==> src/rtl/mem_access.sv <==
// mem_access: MEM stage of a 5-stage RV32I pipeline.
// Issues the EX stage's load/store on a valid/ready data bus, steers store
// bytes onto lanes, extracts and extends load data, and holds the pipeline
// (stall_req) while an access is outstanding. The registered mem_out/info_ff
// pair is both the MEM->EX forwarding source and the MEM/WB register.
//
// Ports:
//   clk, rst          clock, asynchronous active-high reset
//   req               stall_req (access outstanding), flush_req (always 0)
//   pipe              global stall/flush for this stage
//   info              EX-stage registered decode info
//   alu_in            EX result / effective address
//   r2_in             store data
//   dbus_*            data-bus request (valid/ready) and response (pulse)
//   mem_out           registered stage result
//   info_ff           registered decode info
//   misalign          one-cycle pulse: misaligned access suppressed

typedef struct packed {
  logic       stall_req;
  logic [3:0] flush_req;
} pipe_request_t;

typedef struct packed {
  logic stall;
  logic flush;
} pipe_control_t;

typedef struct packed {
  logic       enable;
  logic       mem_read;
  logic       mem_write;
  logic [2:0] funct3;
  logic [4:0] rd;
  logic       rd_valid;
} decode_info_t;

module mem_access #(
  parameter bit STORE_WAIT_RESP = 1'b0
) (
  input  logic          clk,
  input  logic          rst,
  output pipe_request_t req,
  input  pipe_control_t pipe,
  input  decode_info_t  info,
  input  logic [31:0]   alu_in,
  input  logic [31:0]   r2_in,
  output logic          dbus_req_valid,
  input  logic          dbus_req_ready,
  output logic [31:0]   dbus_addr,
  output logic          dbus_we,
  output logic [3:0]    dbus_wstrb,
  output logic [31:0]   dbus_wdata,
  input  logic          dbus_resp_valid,
  input  logic [31:0]   dbus_rdata,
  output logic [31:0]   mem_out,
  output decode_info_t  info_ff,
  output logic          misalign
);

  localparam int unsigned XLEN = 32;

  typedef enum logic [1:0] {
    IDLE,
    WAIT_RESP,
    DONE,
    DRAIN
  } state_t;

  state_t            state;
  state_t            state_next;
  logic              stall_c;
  logic              mem_op;
  logic              is_half;
  logic              is_word;
  logic              mis;
  logic              resp_take;
  logic [7:0]        byte_sel;
  logic [15:0]       half_sel;
  logic [XLEN-1:0]   load_data;
  logic [XLEN-1:0]   load_buf;
  logic [XLEN-1:0]   load_val;
  decode_info_t      info_masked;

  // Access classification
  always_comb begin
    mem_op  = info.enable && (info.mem_read || info.mem_write);
    is_half = (info.funct3[1:0] == 2'b01);
    is_word = (info.funct3[1:0] == 2'b10);
    mis     = (is_half && alu_in[0]) || (is_word && (alu_in[1:0] != 2'b00));
  end

  // Load lane extraction and sign/zero extension
  always_comb begin
    byte_sel = dbus_rdata[7:0];
    case (alu_in[1:0])
      2'd0:    byte_sel = dbus_rdata[7:0];
      2'd1:    byte_sel = dbus_rdata[15:8];
      2'd2:    byte_sel = dbus_rdata[23:16];
      default: byte_sel = dbus_rdata[31:24];
    endcase
    half_sel  = alu_in[1] ? dbus_rdata[31:16] : dbus_rdata[15:0];
    load_data = '0;
    case (info.funct3)
      3'b000:  load_data = {{24{byte_sel[7]}}, byte_sel};
      3'b100:  load_data = {24'd0, byte_sel};
      3'b001:  load_data = {{16{half_sel[15]}}, half_sel};
      3'b101:  load_data = {16'd0, half_sel};
      3'b010:  load_data = dbus_rdata;
      default: load_data = '0;
    endcase
  end

  // Store lane steering; address is always word-aligned
  always_comb begin
    dbus_addr  = {alu_in[31:2], 2'b00};
    dbus_we    = info.mem_write;
    dbus_wstrb = '0;
    dbus_wdata = '0;
    if (info.mem_write) begin
      case (info.funct3[1:0])
        2'b00: begin
          dbus_wstrb = 4'b0001 << alu_in[1:0];
          dbus_wdata = {4{r2_in[7:0]}};
        end
        2'b01: begin
          dbus_wstrb = 4'b0011 << {alu_in[1], 1'b0};
          dbus_wdata = {2{r2_in[15:0]}};
        end
        2'b10: begin
          dbus_wstrb = 4'b1111;
          dbus_wdata = r2_in;
        end
        default: begin
          dbus_wstrb = '0;
          dbus_wdata = '0;
        end
      endcase
    end
  end

  // FSM state register
  always_ff @(posedge clk or posedge rst) begin
    if (rst) begin
      state <= IDLE;
    end else begin
      state <= state_next;
    end
  end

  // FSM next state and combinational bus/stall outputs
  always_comb begin
    state_next     = state;
    dbus_req_valid = 1'b0;
    stall_c        = 1'b0;
    case (state)
      IDLE: begin
        // A flush drops a not-yet-accepted request in the same cycle
        if (mem_op && !mis && !pipe.flush) begin
          dbus_req_valid = 1'b1;
          stall_c        = 1'b1;
          if (dbus_req_ready) begin
            state_next = (info.mem_read || STORE_WAIT_RESP) ? WAIT_RESP : DONE;
          end
        end
      end
      WAIT_RESP: begin
        stall_c = 1'b1;
        if (pipe.flush) begin
          state_next = dbus_resp_valid ? IDLE : DRAIN;
        end else if (dbus_resp_valid) begin
          state_next = DONE;
        end
      end
      DONE: begin
        // Waiting only for the pipeline to advance; never re-issue
        if (pipe.flush || !pipe.stall) begin
          state_next = IDLE;
        end
      end
      DRAIN: begin
        // The drain itself does not stall; a fresh memory op waits for it
        stall_c = mem_op;
        if (dbus_resp_valid) begin
          state_next = IDLE;
        end
      end
      default: state_next = IDLE;
    endcase
    if (rst) begin
      dbus_req_valid = 1'b0;
      stall_c        = 1'b0;
    end
  end

  always_comb begin
    req.stall_req = stall_c;
    req.flush_req = 4'b0000;
  end

  // Response capture; the bypass covers a response coinciding with advance
  always_comb begin
    resp_take = (state == WAIT_RESP) && dbus_resp_valid && !pipe.flush;
    load_val  = resp_take ? load_data : load_buf;
  end

  always_ff @(posedge clk or posedge rst) begin
    if (rst) begin
      load_buf <= '0;
    end else if (resp_take && info.mem_read) begin
      load_buf <= load_data;
    end
  end

  always_comb begin
    info_masked        = info;
    info_masked.enable = 1'b0;
  end

  // MEM/WB output register
  always_ff @(posedge clk or posedge rst) begin
    if (rst) begin
      mem_out  <= '0;
      info_ff  <= '0;
      misalign <= 1'b0;
    end else if (pipe.flush) begin
      mem_out  <= '0;
      info_ff  <= '0;
      misalign <= 1'b0;
    end else if (!pipe.stall) begin
      if (mem_op && mis) begin
        mem_out  <= '0;
        info_ff  <= info_masked;
        misalign <= 1'b1;
      end else begin
        info_ff  <= info;
        misalign <= 1'b0;
        if (info.enable && info.mem_read) begin
          mem_out <= load_val;
        end else if (info.enable) begin
          mem_out <= alu_in;
        end else begin
          mem_out <= '0;
        end
      end
    end else begin
      misalign <= 1'b0;
    end
  end

endmodule

==> config.mk <==
export PLATFORM = sky130hd
export DESIGN_NAME = mem_access
export DESIGN_NICKNAME = d
export VERILOG_FILES = /design/src/rtl/mem_access.sv
export SDC_FILE = /design/constraint.sdc
export NUM_CORES = 1
export LEC_CHECK = 0
export CORE_MARGIN = 1.5
export CORE_UTILIZATION = 27
export DETAILED_ROUTE_END_ITERATION = 16
export SLEW_MARGIN = 20
export SYNTH_ARGS = -nofsm -noshare
export SYNTH_HDL_FRONTEND = slang
export SYNTH_SLANG_ARGS = --single-unit
==> constraint.sdc <==
create_clock -name clk -period 3.1 [get_ports clk]
set_clock_uncertainty 0.15 [all_clocks]
set_input_delay 0.31 -clock clk [delete_from_list [all_inputs] [get_ports clk]]
set_output_delay 0.31 -clock clk [all_outputs]
set_load 0.005 [all_outputs]
# --- After elaboration in Yosys (flattened, before gate mapping) ---
# Cells that the tools add are included.
totals:
  word_cells: 84
  register_bits: 79
  in_bits: 114
classes:
  n_eq_ne: 17
  reduce_logical: 22
  mux: 33
  n_shift: 2
ops:
  columns: ["operator", "n"]
  rows:
  - ["32-bit 2-to-1 mux", 7]
  - ["32-bit one-hot mux with 5 select lines", 1]
  - ["32-bit one-hot mux with 3 select lines", 1]
  - ["12-bit 2-to-1 mux", 3]
  - ["8-bit one-hot mux with 3 select lines", 1]
  - ["16-bit 2-to-1 mux", 1]
  - ["2-bit 2-to-1 mux", 8]
  - ["4-bit one-hot mux with 3 select lines", 1]
  - ["1-bit logical AND", 10]
  - ["2-bit inequality test, second input constant", 5]
  - ["2-bit equality test, second input constant", 4]
  - ["2-bit one-hot mux with 4 select lines", 1]
  - ["1-bit 2-to-1 mux", 7]
  - ["2-bit by 1-bit equality test with 1-bit output, second input constant", 3]
  - ["3-bit equality test, second input constant", 2]
  - ["2-bit logical NOT", 3]
  - ["5-bit AND reduction", 1]
  - ["4-bit 2-to-1 mux", 1]
  - ["1-bit by 2-bit << shifter with 4-bit output, first input constant", 1]
  - ["2-bit by 2-bit << shifter with 4-bit output, first input constant", 1]
  - ["3-bit by 1-bit equality test with 1-bit output, second input constant", 1]
  - ["3-bit by 2-bit equality test with 1-bit output, second input constant", 1]
  - ["1-bit logical NOT", 3]
  - ["3-bit logical NOT", 1]
  - ["4 further kinds", 6]

# --- Depth between registers and ports, before layout ---
# Gate-level depths: netlist (run 1).
logic_depth:
  depth_word: 9
  ltp_mapped: 8
  ltp_nobuf: 4

# --- Worst setup path before layout (run 1) ---
# OpenSTA, ideal clock, no wires.
synth_path:
  path_kind: "input -> output"
  start: "input rst"
  end: "output dbus_req_valid"
  setup_slack_ps: 304
  arrival_ps: 2336
  cell_stages: 2
  cell_sequence: "inv_1 -> and3_1"
synth_between:
  elab_chain_len: 1
synth_rtl:
  columns: ["item", "line_no", "rtl"]
  rows:
  - ["from (decl)", "42", "input logic rst,"]
  - ["1-bit 2-to-1 mux", "190", "if (rst) begin"]
  - ["to (decl)", "48", "output logic dbus_req_valid,"]
# No other way between the ends.

==> results of run 1 <==
## path summary, 6_finish.rpt
kind	from	end	slack [ns]
hold / removal	rst	state[0]	0.26
max in group asynchronous	rst	load_buf[27]	1.48
setup reg to reg	state[1]	mem_out[28]	0.96
hold reg to reg	mem_out[9]	mem_out[9]	0.33
setup / recovery	info[6]	req[4]	0.21
min in group clk	mem_out[9]	mem_out[9]	0.33
## layer usage
| layer | share of wire [%] | track usage (%) | vias up |
|---|---|---|---|
| li1 | - | - | 2535 |
| met1 | 42 | 24.6 | 2520 |
| met2 | 48 | 33.7 | 252 |
| met3 | 8.9 | 5.62 | 17 |
| met4 | 1.1 | 4.23 | 0 |
| met5 | 0 | 0 | - |
## worst register-to-register path: stages, from the launching register on
cell and delay (ns):
dfrtp_1 0.46, nand4bb_1 0.45, a211o_1 0.35, buf_4 0.23, nor3b_1 0.27, o31ai_1 0.10
## through the flow
stage | cells | util (%) | power (mW) | hold WS [ns]
after floorplan | 615 | - | 1.70 | 0.259
after global placement | 1049 | 40.5 | 2.12 | 0.312
after detailed placement | 1049 | 40.5 | 2.14 | 0.318
after CTS | 1065 | 42.0 | 3.19 | 0.283
after global routing | 1065 | 42.0 | 3.33 | 0.318
final | 1065 | 42.0 | 3.16 | 0.265
## area by class of cell
cell class | count | share of cell area, %
Multi-Input combinational cell | 441 | 34.9
Clock buffer | 11 | 3.06
Clock inverter | 5 | 0.520
Inverter | 5 | 0.252
Timing Repair Buffer | 264 | 32.3
Sequential cell | 79 | 24.9
Tap cell | 260 | 4.10
## layout by cell type, fill, tap and decap left out, drive strengths merged, types with 25 or more instances in the layout
cell and count:
nor2 75, o31ai 25, buf 37, and2 25, o22ai 25, nand2 54, dfrtp 79, clkdlybuf4s50 227
a21oi 52, mux2i 33
## power groups by stage
stage	clock network [mW]	logic, mW	registers (mW)
6_report	1.04	0.844	1.27
5_1_grt	1.11	0.925	1.29
4_1_cts	1.06	0.853	1.27
3_5_place_dp	0	0.851	1.29
3_3_place_gp	0	0.837	1.29
2_1_floorplan	0	0.436	1.27
## cells by family after synthesis
| logic type | synth area share, % |
|---|---|
| AOI/OAI and AO/OA | 23.3 |
| DFF | 37.7 |
| other | 0.0715 |
| and+or+nand+nor | 19.7 |
| muxes | 8.87 |
| buffers and inverters | 10.4 |
## sequential cells by signal, summed over array words and instances, names as in the netlist
signal    count
info_ff      12
load_buf     32
mem_out      32
misalign      1
state         2
==> impl_metrics.tcl, run 1 <==
set metrics [dict create \
    status "complete, no violations" \
    cp.depth 7 \
    final_cell_area_mm2 0.00793 \
    die-area_mm2 0.0203 \
    grt_max_degree 55 \
    syn_avg_cell_area_um2 8.60 \
    cts.path.max_buffers 2 \
    synth-edff-count 0 \
    wire_per_inst_um 18.9 \
    synth_cell_types 48 \
    cp_top_family "buffers and inverters" \
    cts_setup_buffers 0 \
    worstHoldPathType "in -> async" \
    max_slew_margin_pct 33.3 \
    gp_congestion 0.815 \
    worstSetupPathType "in -> out" \
    grt_use_total_pct 19.7 \
    peakVddDrop_mv 0.285 \
    rsz0062_at_grt "no" \
    seqCellArea_mm2 0.00198 \
    yosys_warnings 0 \
    io_buffer_count 227 \
    die_y_um 142 \
    areaGrowthSynthToFinish_pct 51.3 \
    clkTransAtPathRegs_ns 0.06 \
    fp.dieW_um 142 \
    critical_path_peak_fanout 10 \
    vias 5324 \
    period_needed_ns 2.89 \
    antenna_found_initial 0 \
    critPathBufInv 3 \
    cts_sinks 79 \
    cts_buffers 9 \
    netlist_area_mm2 0.00525 \
    tns_ns 0 \
    final_hold_viol_count 0 \
    drt-pass1-iter-count 5 \
    clock_latency_ns 0.35 \
    syn_inst 610 \
    synth-seq-cells 79 \
    crit_path_end_kind "output pin" \
    num-fill-cells 1930 \
    leakage_nw 3.18 \
    finalMaxSlewViolations 0 \
    ant_nets 0 \
    worstPathArrival_ns 2.43 \
    routed_via_density 5.00 \
    power.share.clock_pct 33.0 \
    cts.root.buffer_cell "clkbuf_16" \
    wl_um 20200 \
    yosysTopAreaCell "dfrtp_1" \
    hpwl_um 14900 \
    async_flop_share_pct 100 \
    cp_slowest_cell "clkdlybuf4s50_1" \
    rows 50 \
    drtIter0Drc 269 \
    cpPeakStageDelay_ns 0.57 \
    setup_ws_ns 0.205 \
    start_util_pct 27.8 \
    fmax_mhz 345 \
    synthTopCellsByCount "79 x dfrtp_1, 75 x nor2_1, 54 x nand2_1" \
    setup_viol 0 \
    synth-main-ff-cell "dfrtp_1" \
    maxCapViolCount 0 \
    drcViolationCount 0 \
    multiInputGateArea_mm2 0.00277 \
    antenna_cells 0 \
    combPwrFrac_pct 26.7 \
    io_pins 234 \
    netlist_top_cells_area "dfrtp_1 38%, mux2i_1 6.3%, buf_4 5.6%" \
    cts_resized 0 \
    grt_first_pass_wirelength_um 30100 \
    grt_pass1_vias 5202 \
    worstPathRequired_ns 2.64 \
    worst_pin_slew_ns 0.993 \
    dpl_cell_area_mm2 0.00765 \
    cp_cell_sequence "clkdlybuf4s50_1 -> and3b_1 -> a2111oi_0 -> buf_4 -> o21ai_0 -> o31ai_1 -> clkdlybuf4s50_1" \
    cts_tree "built" \
    drive_above_1_share_pct 8.94 \
    synth_seq_area_share_pct 37.7 \
    nNetsFinal 914 \
    detailedPlace.worstSlack_ns 0.170 \
    cp_common_cell "clkdlybuf4s50_1" \
    htreeDepth 3 \
    powerDensity_mw_per_mm2 398 \
    switching_share_pct 29.6 \
    p_int_mw 2.23 \
    period_share_pct 93.4 \
    power_frac_seq_pct 40.3 \
    gr-total-overflow 0 \
    power.switching_uw 934 \
    cts_hold_buffers 0 \
    critical_path.startpoint_type "input port" \
    synthDominantCellAreaShare_pct 37.7 \
    worstRegToRegCells 5 \
    yosysMostFrequentCell "dfrtp_1" \
    core_mm2 0.0189 \
]
No activity file was read; power rests on OpenSTA's default activity.
==> run 2, diff against run 1 <==
SETUP_SLACK_MARGIN = 0.2   (was default)
SLEW_MARGIN = default   (was 20)
==> run 2 against run 1 <==
Against the previous run: setup slack better by 0.083 ns; cell count unchanged; combinational power is essentially flat; clock power about the same; critical path depth decreased by 1; first-iteration DRC count is 14% higher; via count rose by 0.75%; non-clock buffer count unchanged; critical endpoint is now dbus_req_valid.
==> impl_metrics.tcl, run 2 (synthesis results as in run 1) <==
set metrics [dict create \
    rows 50 \
    gr-total-overflow 0 \
    areaGrowthSynthToFinish_pct 51.5 \
    p_int_mw 2.23 \
    final_cell_area_mm2 0.00795 \
    cts_buffers 9 \
    cts_tree "built" \
    cp_cell_sequence "clkdlybuf4s50_1 -> or2_2 -> a2111oi_2 -> buf_4 -> and3_1 -> clkdlybuf4s50_1" \
    cp_top_family "buffers and inverters" \
    die-area_mm2 0.0203 \
    drcViolationCount 0 \
    drtIter0Drc 308 \
    clock_latency_ns 0.35 \
    final_hold_viol_count 0 \
    grt_pass1_vias 5202 \
    vias 5364 \
    setup_ws_ns 0.288 \
    powerDensity_mw_per_mm2 398 \
    gp_congestion 0.815 \
    cp_slowest_cell "clkdlybuf4s50_1" \
    peakVddDrop_mv 0.285 \
    cts.root.buffer_cell "clkbuf_16" \
    cts.path.max_buffers 2 \
    detailedPlace.worstSlack_ns 0.170 \
    fin_hold_ws_ns 0.265 \
    worstPathRequired_ns 2.64 \
    drive_above_1_share_pct 9.07 \
    worstSetupPathType "in -> out" \
    switching_share_pct 29.6 \
    rsz0062_at_grt "no" \
    finalMaxSlewViolations 0 \
    use_met1_pct 24.6 \
    setup_viol 0 \
    worstPathArrival_ns 2.35 \
    ant_nets 0 \
    antenna_cells 0 \
    power.switching_uw 938 \
    fp.dieW_um 142 \
    antenna_found_initial 0 \
    period_share_pct 90.7 \
    critical_path.startpoint_type "input port" \
    wl_um 20300 \
    critical_path_peak_fanout 3 \
    grt_first_pass_wirelength_um 30100 \
    layout_commonest_cell "clkdlybuf4s50_1" \
    htreeDepth 3 \
    use_met3_pct 5.62 \
    power_frac_seq_pct 40.3 \
    fmax_mhz 356 \
    wire_per_inst_um 19.0 \
    gr-usage-met2_pct 33.7 \
    crit_path_end_kind "output pin" \
    nNetsFinal 914 \
    combPwrFrac_pct 26.7 \
    grt_use_total_pct 19.7 \
    die_y_um 142 \
    hpwl_um 14900 \
    cts_hold_buffers 0 \
    clkTransAtPathRegs_ns 0.06 \
    busiest_layer "met2" \
    largestRegisters "load_buf (32), mem_out (32), info_ff (12)" \
    maxCapViolCount 0 \
    tns_ns 0 \
    status "complete, no violations" \
    cp_common_cell "clkdlybuf4s50_1" \
    dpl_cell_area_mm2 0.00765 \
    layout_common_cells "224 x clkdlybuf4s50_1, 79 x dfrtp_1, 74 x nor2_1, 54 x nand2_1, 52 x a21oi_1" \
    grt_max_degree 55 \
    io_pins 234 \
    critPathBufInv 3 \
    period_needed_ns 2.81 \
    max_slew_margin_pct 34.9 \
    p_total_mw 3.16 \
    power.share.clock_pct 33.0 \
    leakage_nw 3.21 \
    core_mm2 0.0189 \
    routed_via_density 5.04 \
    io_buffer_count 227 \
    cts_sinks 79 \
    worstHoldPathType "in -> async" \
    start_util_pct 27.8 \
    worst_pin_slew_ns 0.969 \
    cpPeakStageDelay_ns 0.51 \
    drt-pass1-iter-count 6 \
]
-- run 2: power groups by stage --
stage / registers [mW] / clock network [mW] / logic [mW]
4_1_cts: 1.27 / 1.06 / 0.853
3_5_place_dp: 1.29 / 0 / 0.851
5_1_grt: 1.29 / 1.11 / 0.926
3_3_place_gp: 1.29 / 0 / 0.837
6_report: 1.27 / 1.04 / 0.846
2_1_floorplan: 1.27 / 0 / 0.436
-- run 2: worst paths after layout --
kind / startpoint / endpoint / slack, ns / cells after the start
min: rst / state[0] / 0.26 / 3
max in group asynchronous: rst / mem_out[28] / 1.46 / 4
max: alu_in[0] / dbus_req_valid / 0.29 / 6
max reg2reg: state[1] / mem_out[14] / 0.95 / 5
min reg2reg: mem_out[9] / mem_out[9] / 0.33 / 2
min in group clk: mem_out[9] / mem_out[9] / 0.33 / 2
-- run 2: area by class of cell --
| class | instances | area (um2) |
|---|---|---|
| sequential | 79 | 1980 |
| tap | 260 | 325 |
| clock inverter | 5 | 41.3 |
| timing repair buffer | 264 | 2570 |
| inverter | 5 | 20.0 |
| multi-input combinational | 441 | 2770 |
| fill | 1926 | 10900 |
| clock buffer | 11 | 243 |
-- run 2: metal layers --
| metal | vias to the layer above | wire length, um |
|---|---|---|
| met5 | - | 0 |
| met4 | 0 | 246 |
| met3 | 22 | 1770 |
| met2 | 254 | 9710 |
| met1 | 2556 | 8550 |
| li1 | 2532 | - |
-- run 2: worst min-delay path, stage by stage --
cell             delay [ns]
clkdlybuf4s50_1        0.46
clkinv_2               0.07
buf_4                  0.33
-- run 2: repair_timing --
| item | in CTS | in global routing |
|---|---|---|
| endpoints found under the setup margin | 0 | 3 |
| hold endpoints to repair | 0 | 0 |
| setup buffers | 0 | 0 |
| gates resized for setup | 0 | 5 |
-- run 2: stage by stage --
stage,util (%),instances
2_1_floorplan,-,615
3_3_place_gp,40.5,1049
3_5_place_dp,40.5,1049
4_1_cts,42.0,1065
5_1_grt,42.1,1065
6_report,42.1,1065
==> run 3, diff against run 2 <==
REMOVE_ABC_BUFFERS = 1   (was default)
==> run 3 against run 2 <==
Against the previous run: cell area up 0.93%; highest routed layer unchanged; clock power rose by 9%; critical path depth up 1; critical path type unchanged; combinational power barely moved; power increased by 2.7%; routed wire length down 3.9%.
==> impl_metrics.tcl, run 3 (synthesis results as in run 1) <==
set metrics [dict create \
    status "complete, no violations" \
    core_mm2 0.0189 \
    routed_via_density 4.99 \
    drcViolationCount 0 \
    critical_path.startpoint_type "input port" \
    startpoint "alu_in[0]" \
    worstReg2RegStart "state[1]" \
    setup_viol 0 \
    cts.root.buffer_cell "clkbuf_16" \
    layout_commonest_cell "clkdlybuf4s50_1" \
    finalMaxSlewViolations 0 \
    ant_nets 0 \
    antenna_found_initial 0 \
    hpwl_um 14500 \
    cts_sinks 79 \
    areaGrowthSynthToFinish_pct 52.9 \
    grt_pass1_vias 5191 \
    fmax_mhz 357 \
    htreeDepth 3 \
    peakVddDrop_mv 0.269 \
    vias 5319 \
    worstPathRequired_ns 2.64 \
    placedCellCount 1050 \
    rows 50 \
    holdPathStages 3 \
    drtIter0Drc 359 \
    cts_setup_buffers 0 \
    cts_resized 1 \
    period_share_pct 90.3 \
    start_util_pct 27.8 \
    min_from "info[7]" \
    io_pins 234 \
    maxCapViolCount 0 \
    layout_common_cells "225 x clkdlybuf4s50_1, 79 x dfrtp_1, 74 x nor2_1, 54 x nand2_1, 52 x a21oi_1" \
    clkTransAtPathRegs_ns 0.06 \
    cts_hold_buffers 0 \
    wire_per_inst_um 18.3 \
    gr-total-overflow 0 \
    clock_latency_ns 0.34 \
    worstHoldPathType "in -> reg" \
    rr_endpoint "mem_out[25]" \
    holdPathEnd "info_ff[7]" \
    worstSetupPathType "in -> out" \
    drt-pass1-iter-count 6 \
    final_hold_viol_count 0 \
    nNetsFinal 915 \
    die_y_um 142 \
    ff2ff_setup_slack_ns 1.17 \
    cts_tree "built" \
    critical_path_peak_fanout 3 \
    leakage_nw 3.24 \
    grt_max_degree 47 \
    max_slew_margin_pct 36.2 \
    period_needed_ns 2.80 \
    antenna_cells 0 \
    powerDensity_mw_per_mm2 405 \
    worst_pin_slew_ns 0.953 \
    fp.dieW_um 142 \
    gp_congestion 0.870 \
    p_total_mw 3.25 \
    worstRegToRegCells 6 \
    crit_path_end_kind "output pin" \
    wl_um 19500 \
    cts_buffers 9 \
    cts.path.max_buffers 2 \
    rsz0062_at_grt "no" \
    num-fill-cells 1930 \
    fin_cells 1066 \
    drive_above_1_share_pct 9.55 \
    largestRegisters "load_buf (32), mem_out (32), info_ff (12)" \
    io_buffer_count 227 \
    grt_first_pass_wirelength_um 29800 \
    worstPathArrival_ns 2.34 \
    grt_use_total_pct 19.3 \
    die-area_mm2 0.0203 \
]
run 3: cell type report:
class                      instances  area, um2  share of cell area, %
timing repair buffer             265       2590                   32.3
clock inverter                     7       87.6                   1.09
multi-input combinational        441       2800                   34.9
tap                              260        325                   4.06
clock buffer                       9        225                   2.81
sequential                        79       1980                   24.6
inverter                           5       20.0                  0.250
run 3: where the power goes:
part           leakage [nW]  internal [mW]  switching, mW
logic                  2.04          0.473          0.375
clock network         0.155          0.699          0.432
registers              1.04           1.18         0.0833
total                  3.24           2.36          0.891
run 3: worst max-delay path, cell delays in order:
cell,delay (ns)
clkdlybuf4s50_1,0.47
buf_4,0.18
and3b_1,0.21
a2111oi_4,0.34
buf_4,0.17
and3_1,0.15
clkdlybuf4s50_1,0.51
run 3: metal layers:
metal	GRT usage [%]	share of wire, %
met5	0	0
met2	31.3	47
met3	4.48	5.8
met1	25.0	44
met4	6.78	3.1
run 3: worst max-delay path by stage:
stage	end	slack (ns)	cells after the start
finish	dbus_req_valid	0.30	7
global route	dbus_req_valid	0.23	7
CTS	dbus_wdata[27]	0.21	6
detailed placement	dbus_wdata[27]	0.21	6
global placement	req[4]	0.20	7
floorplan	mem_out[7]	-0.40	4
run 3: per-stage QoR:
step	hold WS, ns	util [%]	cell area (um2)	TNS [ns]	setup slack [ns]
finish	0.250	42.5	8020	0	0.300
CTS	0.326	42.3	7990	0	0.206
floorplan	0.226	-	4740	-7.66	-0.401
global placement	0.311	40.6	7680	0	0.199
detailed placement	0.314	40.6	7680	0	0.208
global route	0.288	42.5	8020	0	0.226
==> RTL edit: new RTL, flow settings as in run 1 <==
Reset style: synchronous (`rst`), changed in 3 clocked blocks. Comments in the files are not updated.
--- a/src/rtl/mem_access.sv
+++ b/src/rtl/mem_access.sv
@@ -142,3 +142,3 @@
   // FSM state register
-  always_ff @(posedge clk or posedge rst) begin
+  always_ff @(posedge clk) begin
     if (rst) begin
@@ -206,3 +206,3 @@
 
-  always_ff @(posedge clk or posedge rst) begin
+  always_ff @(posedge clk) begin
     if (rst) begin
@@ -220,3 +220,3 @@
   // MEM/WB output register
-  always_ff @(posedge clk or posedge rst) begin
+  always_ff @(posedge clk) begin
     if (rst) begin
Formal check against the unedited RTL: differs if rst is asserted again (counterexample within 4 cycles, from zero or initial values and one cycle with rst high); with rst held inactive, the same outputs for 4 cycles.
==> RTL edit against run 1 <==
  * Sequential share of layout area shrank 4.5 points
  * Count of clock-buffer cells in the layout unchanged
  * Total power decreased by 8.2%
  * Sequential cell count unchanged
  * Synthesized cell count grew 6.2%
  * Largest cell class unchanged
  * Highest routed layer is now met5
  * Worst setup slack improved by 0.11 ns
  * Wire length shrank 4.8%
  * Largest power group is now the clock network
  * Synthesized area shrank 2.4%
  * Cell area decreased by 2.5%
  * Worst hold slack better by 0.030 ns
==> RTL edit: results (changes against run 1) <==
Placed design
  – Pre-CTS WS: 0.300 ns (+0.130 ns)
  – GP Congestion: 0.791 (-2.9%)
  – Placed cell area: 0.00740 mm^2 (-3.3%)
  – Detailed Place HPWL: 14500 um (-3.2%)
  – Port bufs: 227 (unchanged)

Power and ir drop
  – Internal Pwr Total: 2.14 mW (-3.7%)
  – Sw Share: 26.1% (-3.5 points)
  – Worst vdd ir: 261 uV (-8.3%)
  – P_clk: 1.19 mW (+14%)
  – Leakage: 2.82 nW (-11%)
  – Total sequential power: 1.04 mW (-18%)

Route
  – Highest Signal Layer: met5
  – DRT met1 WL: 8350 um (-1.5%)
  – Vias per inst: 5.13 (+2.6%)
  – Drt pass-1 iters: 6 (+1)
  – Met2 wire length: 9010 um (-6.8%)
  – Detailed Route Iter0 Violations: 337 (+25%)
  – Total Wirelength: 19200 um (-4.8%)
  – Met3 WL: 1500 um (-17%)

Finish
  – Nets@finish: 943 (+3.2%)
  – Fill count: 1939 (+0.47%)
  – Top flop regs: load_buf (32), mem_out (32), info_ff (12)
  – Layout cell share with drive strength beyond 1: 7.68% (-1.3 points)
  – Cell Count, Final, Fillers Out: 1069 (+0.38%)

Logic synthesis
  – Area contributors post-synth: dfxtp_1 (31%), mux2i_1 (8.0%), buf_4 (6.0%), nor2_1 (5.2%), nor2b_1 (4.6%)
  – Synth Area in Compound Gates: 27.8% (+4.5 points)
  – Mux cell area share after synthesis: 10.2% (+1.3 points)
  – Register area share after synthesis: 30.9% (-6.8 points)
  – Most instantiated cells after synthesis: dfxtp_1 (79), nor2_1 (71), nand2_1 (50)
  – Syn Inst Count: 648 (+6.2%)
  – Synth unique cells: 53 (+10%)
  – Share of synthesized flip-flops with an asynchronous set or reset: 0% (-100 points)

Global route
  – Vias in the first global route: 5386 (+3.5%)
  – Largest net degree at the start of global routing: 34 (-38%)
  – Met3 usage: 5.81% (+0.19 points)
  – Antenna violations before repair: 3 (+3)
  – First-pass GRT wire length: 29400 um (-2.2%)
  – GR Layer Usage met1: 23.6% (-1.0 points)
  – Total track usage: 19.2% (-0.52 points)
  – M2 GR Usage: 32.0% (-1.7 points)

CTS
  – PostCTS Resize Cnt: 0 (unchanged)

Critical path
  – Crit path max fanout: 5 (-5)
  – Crit path DAT: 2.33 ns (-0.10 ns)
  – Slowest stage delay, CP: 0.60 ns (+0.03 ns)

Min path
  – Hold WC Path Type: reg2reg

Timing
  – Worst slew margin: 40.8% (+7.5 points)

Status
  – Status: complete, no violations

Flow run
  – Maxcap violations: 0 (unchanged)
[RTL edit: cell count changes after synthesis, moves of 9 or more]
cell and delta:
a21oi_1 -10, a211oi_1 +9, a221oi_1 +17, nor3b_1 -17, nor2b_1 +17, o31ai_1 -24, dfrtp_1 -79, o22ai_1 -9
o21ai_1 +40, dfxtp_1 +79
[RTL edit: path summary, 6_finish.rpt]
check	cells past startpoint	start	slack, ns	to
worst max-delay path	7	info[7]	0.31	req[4]
worst min-delay path	2	load_buf[21]	0.29	load_buf[21]
worst max register to register	4	state[0]	0.77	load_buf[13]
worst min register to register	2	load_buf[21]	0.29	load_buf[21]
[RTL edit: area by class of cell]
cell class | count | area, um^2 | area share, %
diodes | 2 | 5.00 | 0.0647
clock buffers | 11 | 253 | 3.27
clock inverters | 4 | 77.6 | 1.00
inverters | 2 | 7.51 | 0.0970
multi-input cells | 480 | 3020 | 39.1
flip-flops and latches | 79 | 1580 | 20.4
well taps | 234 | 293 | 3.78
repair buffers | 257 | 2500 | 32.3
